<file path="config.mk">
export PLATFORM = sky130hd
export DESIGN_NAME = inv_cipher_eng_flat
export DESIGN_NICKNAME = d
export VERILOG_FILES = /design/src/rtl/inv_cipher_eng_if.sv /design/src/rtl/inv_cipher_eng.sv /design/src/flat_wrapper.sv
export SDC_FILE = /design/constraint.sdc
export NUM_CORES = 2
export LEC_CHECK = 0
export BUFFER_PORTS_ARGS = -buffer_cell sky130_fd_sc_hd__buf_2
export CELL_PAD_IN_SITES_DETAIL_PLACEMENT = 2
export CELL_PAD_IN_SITES_GLOBAL_PLACEMENT = 2
export CORE_MARGIN = 10
export CORE_UTILIZATION = 40
export DETAILED_ROUTE_END_ITERATION = 6
export PLACE_DENSITY_LB_ADDON = 0.05
export SYNTH_ARGS = -nofsm -noshare
export SYNTH_HDL_FRONTEND = slang
export SYNTH_SLANG_ARGS = --single-unit
</file>
<file path="constraint.sdc">
create_clock -name clk_in -period 16.8 [get_ports clk_in]
set_clock_uncertainty 0.05 [all_clocks]
set_input_delay 3.36 -clock clk_in [delete_from_list [all_inputs] [get_ports clk_in]]
set_output_delay 3.36 -clock clk_in [all_outputs]
set_load 0.01 [all_outputs]
</file>
<file path="src/rtl/inv_cipher_eng_if.sv">
// Bus between the AES inverse cipher engine and its host.
// The host drives ciphertext and round-key words and receives plaintext.
interface inv_cipher_eng_if;
  logic        en_in;
  logic        start_in;
  logic [1:0]  conf_in;
  logic [31:0] data_in;
  logic [31:0] key_in;
  logic [3:0]  rk_round_out;
  logic [1:0]  rk_word_out;
  logic [31:0] data_out;
  logic        dvalid_out;
  logic        busy_out;

  modport master (
    output en_in, start_in, conf_in, data_in, key_in,
    input  rk_round_out, rk_word_out, data_out, dvalid_out, busy_out
  );

  modport slave (
    input  en_in, start_in, conf_in, data_in, key_in,
    output rk_round_out, rk_word_out, data_out, dvalid_out, busy_out
  );
endinterface

</file>
<file path="src/rtl/inv_cipher_eng.sv">
// Iterative AES-128/192/256 decryption engine, one state column per cycle.
// Round-key words are fetched from an external store via rk_round_out/rk_word_out.
module inv_sbox_lut (
  input  logic [7:0] a_i,
  output logic [7:0] y_o
);
  localparam logic [0:2047] TABLE = {
    128'h52096ad53036a538bf40a39e81f3d7fb, 128'h7ce339829b2fff87348e4344c4dee9cb,
    128'h547b9432a6c2233dee4c950b42fac34e, 128'h082ea16628d924b2765ba2496d8bd125,
    128'h72f8f66486689816d4a45ccc5d65b692, 128'h6c704850fdedb9da5e154657a78d9d84,
    128'h90d8ab008cbcd30af7e45805b8b34506, 128'hd02c1e8fca3f0f02c1afbd0301138a6b,
    128'h3a9111414f67dcea97f2cfcef0b4e673, 128'h96ac7422e7ad3585e2f937e81c75df6e,
    128'h47f11a711d29c5896fb7620eaa18be1b, 128'hfc563e4bc6d279209adbc0fe78cd5af4,
    128'h1fdda8338807c731b11210592780ec5f, 128'h60517fa919b54a0d2de57a9f93c99cef,
    128'ha0e03b4dae2af5b0c8ebbb3c83539961, 128'h172b047eba77d626e169146355210c7d
  };
  assign y_o = TABLE[{a_i, 3'b000} +: 8];
endmodule

// state | meaning
// IDLE  | waiting for start_in; an accepted start loads column 0
// LOAD  | loading columns 1..3 xor last round key
// ROUND | inverse round r on column k; r=0 emits plaintext words
module inv_cipher_eng (
  input logic            clk_in,
  input logic            rst_in,
  inv_cipher_eng_if.slave bus
);
  typedef enum logic [1:0] {IDLE, LOAD, ROUND} state_t;

  state_t       state_q;
  logic [3:0]   nr_q, r_q;
  logic [1:0]   k_q;
  logic [127:0] cur_q, nxt_q;
  logic [31:0]  data_q;
  logic         dvalid_q;

  logic         accept;
  logic [3:0]   nr_sel;
  logic [7:0]   sb_in [4];
  logic [7:0]   sb_out [4];
  logic [31:0]  col, mix, load_col;

  function automatic logic [7:0] xt(input logic [7:0] b);
    return {b[6:0], 1'b0} ^ (b[7] ? 8'h1b : 8'h00);
  endfunction

  function automatic logic [31:0] inv_mix(input logic [31:0] c);
    logic [7:0] a, m2, m4, m8;
    logic [7:0] e [4];
    logic [7:0] b [4];
    logic [7:0] d [4];
    logic [7:0] n [4];
    for (int i = 0; i < 4; i++) begin
      a    = c[31-8*i -: 8];
      m2   = xt(a);
      m4   = xt(m2);
      m8   = xt(m4);
      e[i] = m8 ^ m4 ^ m2;
      b[i] = m8 ^ m2 ^ a;
      d[i] = m8 ^ m4 ^ a;
      n[i] = m8 ^ a;
    end
    return {e[0] ^ b[1] ^ d[2] ^ n[3], n[0] ^ e[1] ^ b[2] ^ d[3],
            d[0] ^ n[1] ^ e[2] ^ b[3], b[0] ^ d[1] ^ n[2] ^ e[3]};
  endfunction

  assign accept   = (state_q == IDLE) && bus.en_in && bus.start_in;
  assign nr_sel   = (bus.conf_in == 2'd0) ? 4'd10 : (bus.conf_in == 2'd1) ? 4'd12 : 4'd14;
  assign load_col = bus.data_in ^ bus.key_in;

  // Row j of output column k comes from column k-j (InvShiftRows).
  for (genvar j = 0; j < 4; j++) begin : g_sbox
    logic [1:0] src;
    assign src      = k_q - 2'(j);
    assign sb_in[j] = cur_q[{~src, ~2'(j), 3'b000} +: 8];
    inv_sbox_lut u_lut (.a_i(sb_in[j]), .y_o(sb_out[j]));
  end

  assign col = {sb_out[0], sb_out[1], sb_out[2], sb_out[3]} ^ bus.key_in;
  assign mix = inv_mix(col);

  // While a start is being accepted the last round key is already needed.
  always_comb begin
    bus.rk_round_out = 4'd0;
    bus.rk_word_out  = 2'd0;
    case (state_q)
      IDLE:  if (accept) bus.rk_round_out = nr_sel;
      LOAD:  begin bus.rk_round_out = nr_q; bus.rk_word_out = k_q; end
      ROUND: begin bus.rk_round_out = r_q;  bus.rk_word_out = k_q; end
      default: ;
    endcase
  end

  always_ff @(posedge clk_in) begin
    if (rst_in) begin
      state_q  <= IDLE;
      nr_q     <= '0;
      r_q      <= '0;
      k_q      <= '0;
      cur_q    <= '0;
      nxt_q    <= '0;
      data_q   <= '0;
      dvalid_q <= 1'b0;
    end else if (!bus.en_in) begin
      dvalid_q <= 1'b0;
    end else begin
      dvalid_q <= 1'b0;
      case (state_q)
        IDLE: if (accept) begin
          nr_q           <= nr_sel;
          cur_q[127 -: 32] <= load_col;
          k_q            <= 2'd1;
          state_q        <= LOAD;
        end
        LOAD: begin
          cur_q[{~k_q, 5'b00000} +: 32] <= load_col;
          k_q <= k_q + 2'd1;
          if (k_q == 2'd3) begin
            state_q <= ROUND;
            r_q     <= nr_q - 4'd1;
          end
        end
        ROUND: begin
          k_q <= k_q + 2'd1;
          if (r_q != 4'd0) begin
            nxt_q[{~k_q, 5'b00000} +: 32] <= mix;
            if (k_q == 2'd3) begin
              cur_q <= {nxt_q[127:32], mix};
              r_q   <= r_q - 4'd1;
            end
          end else begin
            data_q   <= col;
            dvalid_q <= 1'b1;
            if (k_q == 2'd3) state_q <= IDLE;
          end
        end
        default: state_q <= IDLE;
      endcase
    end
  end

  assign bus.data_out   = data_q;
  assign bus.dvalid_out = dvalid_q;
  assign bus.busy_out   = (state_q != IDLE);
endmodule

</file>
<file path="src/flat_wrapper.sv">
// flat-port wrapper written by rule: the top's interface ports become plain ports
module inv_cipher_eng_flat 
  (clk_in, rst_in, bus_en_in, bus_start_in, bus_conf_in, bus_data_in, bus_key_in, bus_rk_round_out, bus_rk_word_out, bus_data_out, bus_dvalid_out, bus_busy_out);
  inv_cipher_eng_if bus_i ();
  input logic clk_in;
  input logic rst_in;
  input wire logic [$bits(bus_i.en_in)-1:0] bus_en_in;
  input wire logic [$bits(bus_i.start_in)-1:0] bus_start_in;
  input wire logic [$bits(bus_i.conf_in)-1:0] bus_conf_in;
  input wire logic [$bits(bus_i.data_in)-1:0] bus_data_in;
  input wire logic [$bits(bus_i.key_in)-1:0] bus_key_in;
  output wire logic [$bits(bus_i.rk_round_out)-1:0] bus_rk_round_out;
  output wire logic [$bits(bus_i.rk_word_out)-1:0] bus_rk_word_out;
  output wire logic [$bits(bus_i.data_out)-1:0] bus_data_out;
  output wire logic [$bits(bus_i.dvalid_out)-1:0] bus_dvalid_out;
  output wire logic [$bits(bus_i.busy_out)-1:0] bus_busy_out;
  assign bus_i.en_in = bus_en_in;
  assign bus_i.start_in = bus_start_in;
  assign bus_i.conf_in = bus_conf_in;
  assign bus_i.data_in = bus_data_in;
  assign bus_i.key_in = bus_key_in;
  assign bus_rk_round_out = bus_i.rk_round_out;
  assign bus_rk_word_out = bus_i.rk_word_out;
  assign bus_data_out = bus_i.data_out;
  assign bus_dvalid_out = bus_i.dvalid_out;
  assign bus_busy_out = bus_i.busy_out;
  inv_cipher_eng u_core (.clk_in(clk_in), .rst_in(rst_in), .bus(bus_i));
endmodule
</file>
==> results.txt <==
The run finished with clean final reports. Measured against its own limit, the worst slew margin works out to 11.9%. The total power divided by cell area was 108 nW/um^2. For this block, the initial DRC count from the detailed router was 3716. For this design the static power due to leakage is 11.2 nW. The worst path uses 53.9% of the clock period.

The number of different library cells used by synthesis comes to 113. Tracing the worst setup path back leads to its startpoint at u_core.k_q[0]. The post-place instance area is 30500 um^2. The minimum clock period was 9050 ps; the number of storage elements in the synthesis netlist was 268.

Setup violations remaining at the end of the flow were counted as 0. Summing internal, switching and leakage power gives 3.43 mW. Gates resized during post-CTS repair numbered 0. The mapped netlist covers 30000 um^2. In this run the worst hold path is classified as reg2reg.

STA classifies the critical path startpoint as a register. In this run, CTS created clock tree buffers numbering 35. The count of buffers added by post-CTS timing repair for setup was 0; the average size of a mapped cell was 7.96 um^2.

Counting every instance in the synthesized netlist gives 3770. Across the run, the number of max-cap violations was 0. The antenna cell count is 0, and the instance count on the critical path is 18.

The area growth from synthesis to layout is 5.60%. The clock latency reported for the late side of the worst-skew pair was 570 ps. The area of the core was 74400 um^2; the width of the die was 294 um.

Row generation in the floorplan step produced 100 rows. The worst flop-to-flop path endpoint is u_core.cur_q[30]. The number of nets produced by synthesis came out at 3926. The routed layout has 33300 vias. The run gives 0 as the number of max-slew violations in the final report.

Before antenna repair, the detailed router went through 6 iterations. For this design, the slowest cell found on the critical path is ha_1. The number of enable-type register cells in the synthesized netlist was 0.

The Yosys step of the flow raised 0 warnings. The most used flip-flop cell after synthesis is dfxtp_1. The fraction of final layout cells sized beyond drive strength 1 is 12.5%. In this run the critical register-to-register path is launched from u_core.k_q[0]. By area the synthesized netlist is led by dfxtp_1 (18%), nor2_1 (4.4%), mux2i_1 (4.2%), xnor3_1 (4.0%), a21oi_1 (3.7%).

Setup slack closes at 7750 ps. Category of cells accounting for the largest share of critical-path delay: XOR/XNOR gates. The tools report the capturing instance or port of the critical path as u_core.cur_q[30].

The worst setup slack before clock tree synthesis was 7980 ps; the number of failing hold endpoints at the final stage was 0. The cell depth of the worst min-delay path came out at 2. The die area was 86400 um^2; the worst setup slack for register-to-register paths was 7750 ps. The initial antenna violation count was 2. The post-detailed-placement half-perimeter wirelength was 110000 um; the largest incremental delay on the critical path was 900 ps. At the worst endpoint, the required time is 17160 ps. The die height is 294 um. The largest fanout on the critical path was 41. The cell accounting for the most synthesized area was dfxtp_1. The library cell appearing most often on the critical path is xnor3_1.

Summing all non-filler instances in the final layout gives an area of 31700 um^2. Global routing used 35.5% of the available tracks across all layers. Clock sink count: 268.

STA classifies the critical path endpoint as a register. The proportion of synthesized flip-flops having asynchronous set or reset came out at 0%. The global-route wire length before repair is 236000 um, and the per-cell via count in the routed design is 7.26. Entering global routing, the biggest net connects 87 pins. Setup total negative slack on the finished layout was measured at 0 ps. The congestion estimate from routability-driven global placement came to 0.999.

The tools report the maximum ir drop on the vdd rail as 0.135 mV. Together, buffers and inverters on the worst path number 4. The clock root buffer master was clkbuf_16. Summed over its instances, the top area cell type makes up 17.9% of the synthesized netlist area. The H-tree was split into 2 levels. After detailed routing, the average wire length per cell comes to 34.9 um. 110 I/O pins were placed. At the worst endpoint, the arrival time is 9410 ps.

For this design, the CTS-stage hold fixing added 0 buffers. Wire length after detailed routing: 160000 um. The total of fill cells in the finished design is 8390, and the clock transition at the register clock pins on the worst setup and hold paths after CTS is 60 ps. Final hold analysis gives a worst-case slack of 409 ps. Of the synthesized area, sequential elements account for 17.9%. The run gives 110 MHz as the achievable clock frequency. Setup repair after global routing left no endpoint under its margin. The critical path goes through inv_2 -> ha_2 -> buf_4 -> mux4_2 -> inv_1 -> ha_1 -> clkinv_1 -> xnor2_1 -> nor2_1 -> o311ai_1 -> a31oi_1 -> a32oi_2 -> xnor2_2 -> xnor3_1 -> xor2_1 -> xnor3_1 -> a221oi_1 -> nor3_1.

TritonCTS built the clock tree. The run gives 3 as the maximum buffer depth of the clock tree. The port buffer count is 109. The initial utilization of the core area, before any placement, comes to 40.3%.

Counting cells, the worst reg-to-reg path comes to 18. The run gives 0 as the remaining antenna violation count after routing. The number of global-route vias before repair is 34300. For this run the aggregate overflow at the end of global routing stands at 0.

The number of remaining DRC errors was 0; the layout net count was 3756. At the pin with the least slew margin, the transition time is 1310 ps. The setup path with the least slack is of type reg2reg.
## worst min path at each step
stage / from / endpoint / slack (ps)
2_1_floorplan: u_core.nxt_q[65] / u_core.nxt_q[65] / 390
3_3_place_gp: u_core.bus.data_out[25] / u_core.bus.data_out[25] / 390
3_5_place_dp: u_core.bus.data_out[1] / u_core.bus.data_out[1] / 400
4_1_cts: u_core.bus.data_out[25] / u_core.bus.data_out[25] / 410
5_1_grt: u_core.bus.data_out[21] / u_core.bus.data_out[21] / 440
6_report: u_core.bus.data_out[25] / u_core.bus.data_out[25] / 410
## where the power goes
group          leakage [nW]  internal (mW)  switching [mW]
Sequential             2.17          0.647          0.0164
Combinational          8.47          0.784            1.22
Clock                 0.570          0.456           0.313
Total                  11.2           1.89            1.54
## routing by layer
layer	routed length, um	GRT usage [%]	vias to the layer above
met4	8560	17.7	0
met1	64600	44.8	17100
met2	75400	58.8	1761
met3	11600	4.62	446
met5	0	0	-
li1	-	-	14000
## synthesized netlist by cell type (87+ instances only)
library cell and count:
xnor2_1 87, nor2_1 353, a211oi_1 142, clkbuf_1 217
nand2_1 250, o211ai_1 92, inv_1 93, a22o_1 87
buf_2 106, o21ai_0 190, dfxtp_1 268, a21oi_1 220
mux2i_1 126
## worst min-delay path, stage by stage, from the launching register on
cell,delay (ps)
dfxtp_1,310
nand2_1,50
a21oi_1,50
## kinds of logic after synthesis
kind of cell    count (synthesis)  synth area share [%]
compound gates               1404                  34.2
simple gates                 1060                  16.8
buf+inv                       503                  7.95
flops                         268                  17.9
xor+xnor                      251                  11.2
mux                           198                  8.32
fa+ha+maj                      86                  3.59
## stage by stage
stage	utilization, %	std cells
after CTS	42.6	4589
after global routing	42.6	4589
after global placement	41.0	4532
after detailed placement	41.0	4532
after floorplan	-	3770
final	42.6	4589
## flip-flops by register name (all words and copies together) (netlist names)
signal,count
u_core.cur_q,128
u_core.nxt_q,96
u_core.bus.data_out,32
u_core.r_q,4
u_core.nr_q,3
u_core.k_q,2
u_core.state_q,2
u_core.bus.dvalid_out,1
## cells in the final DEF (no fill, tap or decap), drive strengths merged, types with 80 or more instances in the layout
cell type    n
mux2i      126
inv        102
xor2        80
o21ai      198
a22oi       86
nand2      251
dfxtp      268
nor3        82
nor2       355
ha          86
a211oi     145
o211ai      94
a221oi      87
xnor2      107
nand2b      80
a22o        87
buf        193
a21oi      221
## layout make-up
cell class / count / area [um^2] / share of cell area, %
multi-input cells: 2999 / 22400 / 70.7
flip-flops and latches: 268 / 5370 / 16.9
well taps: 969 / 1210 / 3.83
repair buffers: 193 / 1180 / 3.73
clock buffers: 50 / 1060 / 3.36
inverters: 103 / 387 / 1.22
clock inverters: 7 / 82.6 / 0.261
Note: power is estimated with default switching activity, not from simulation.
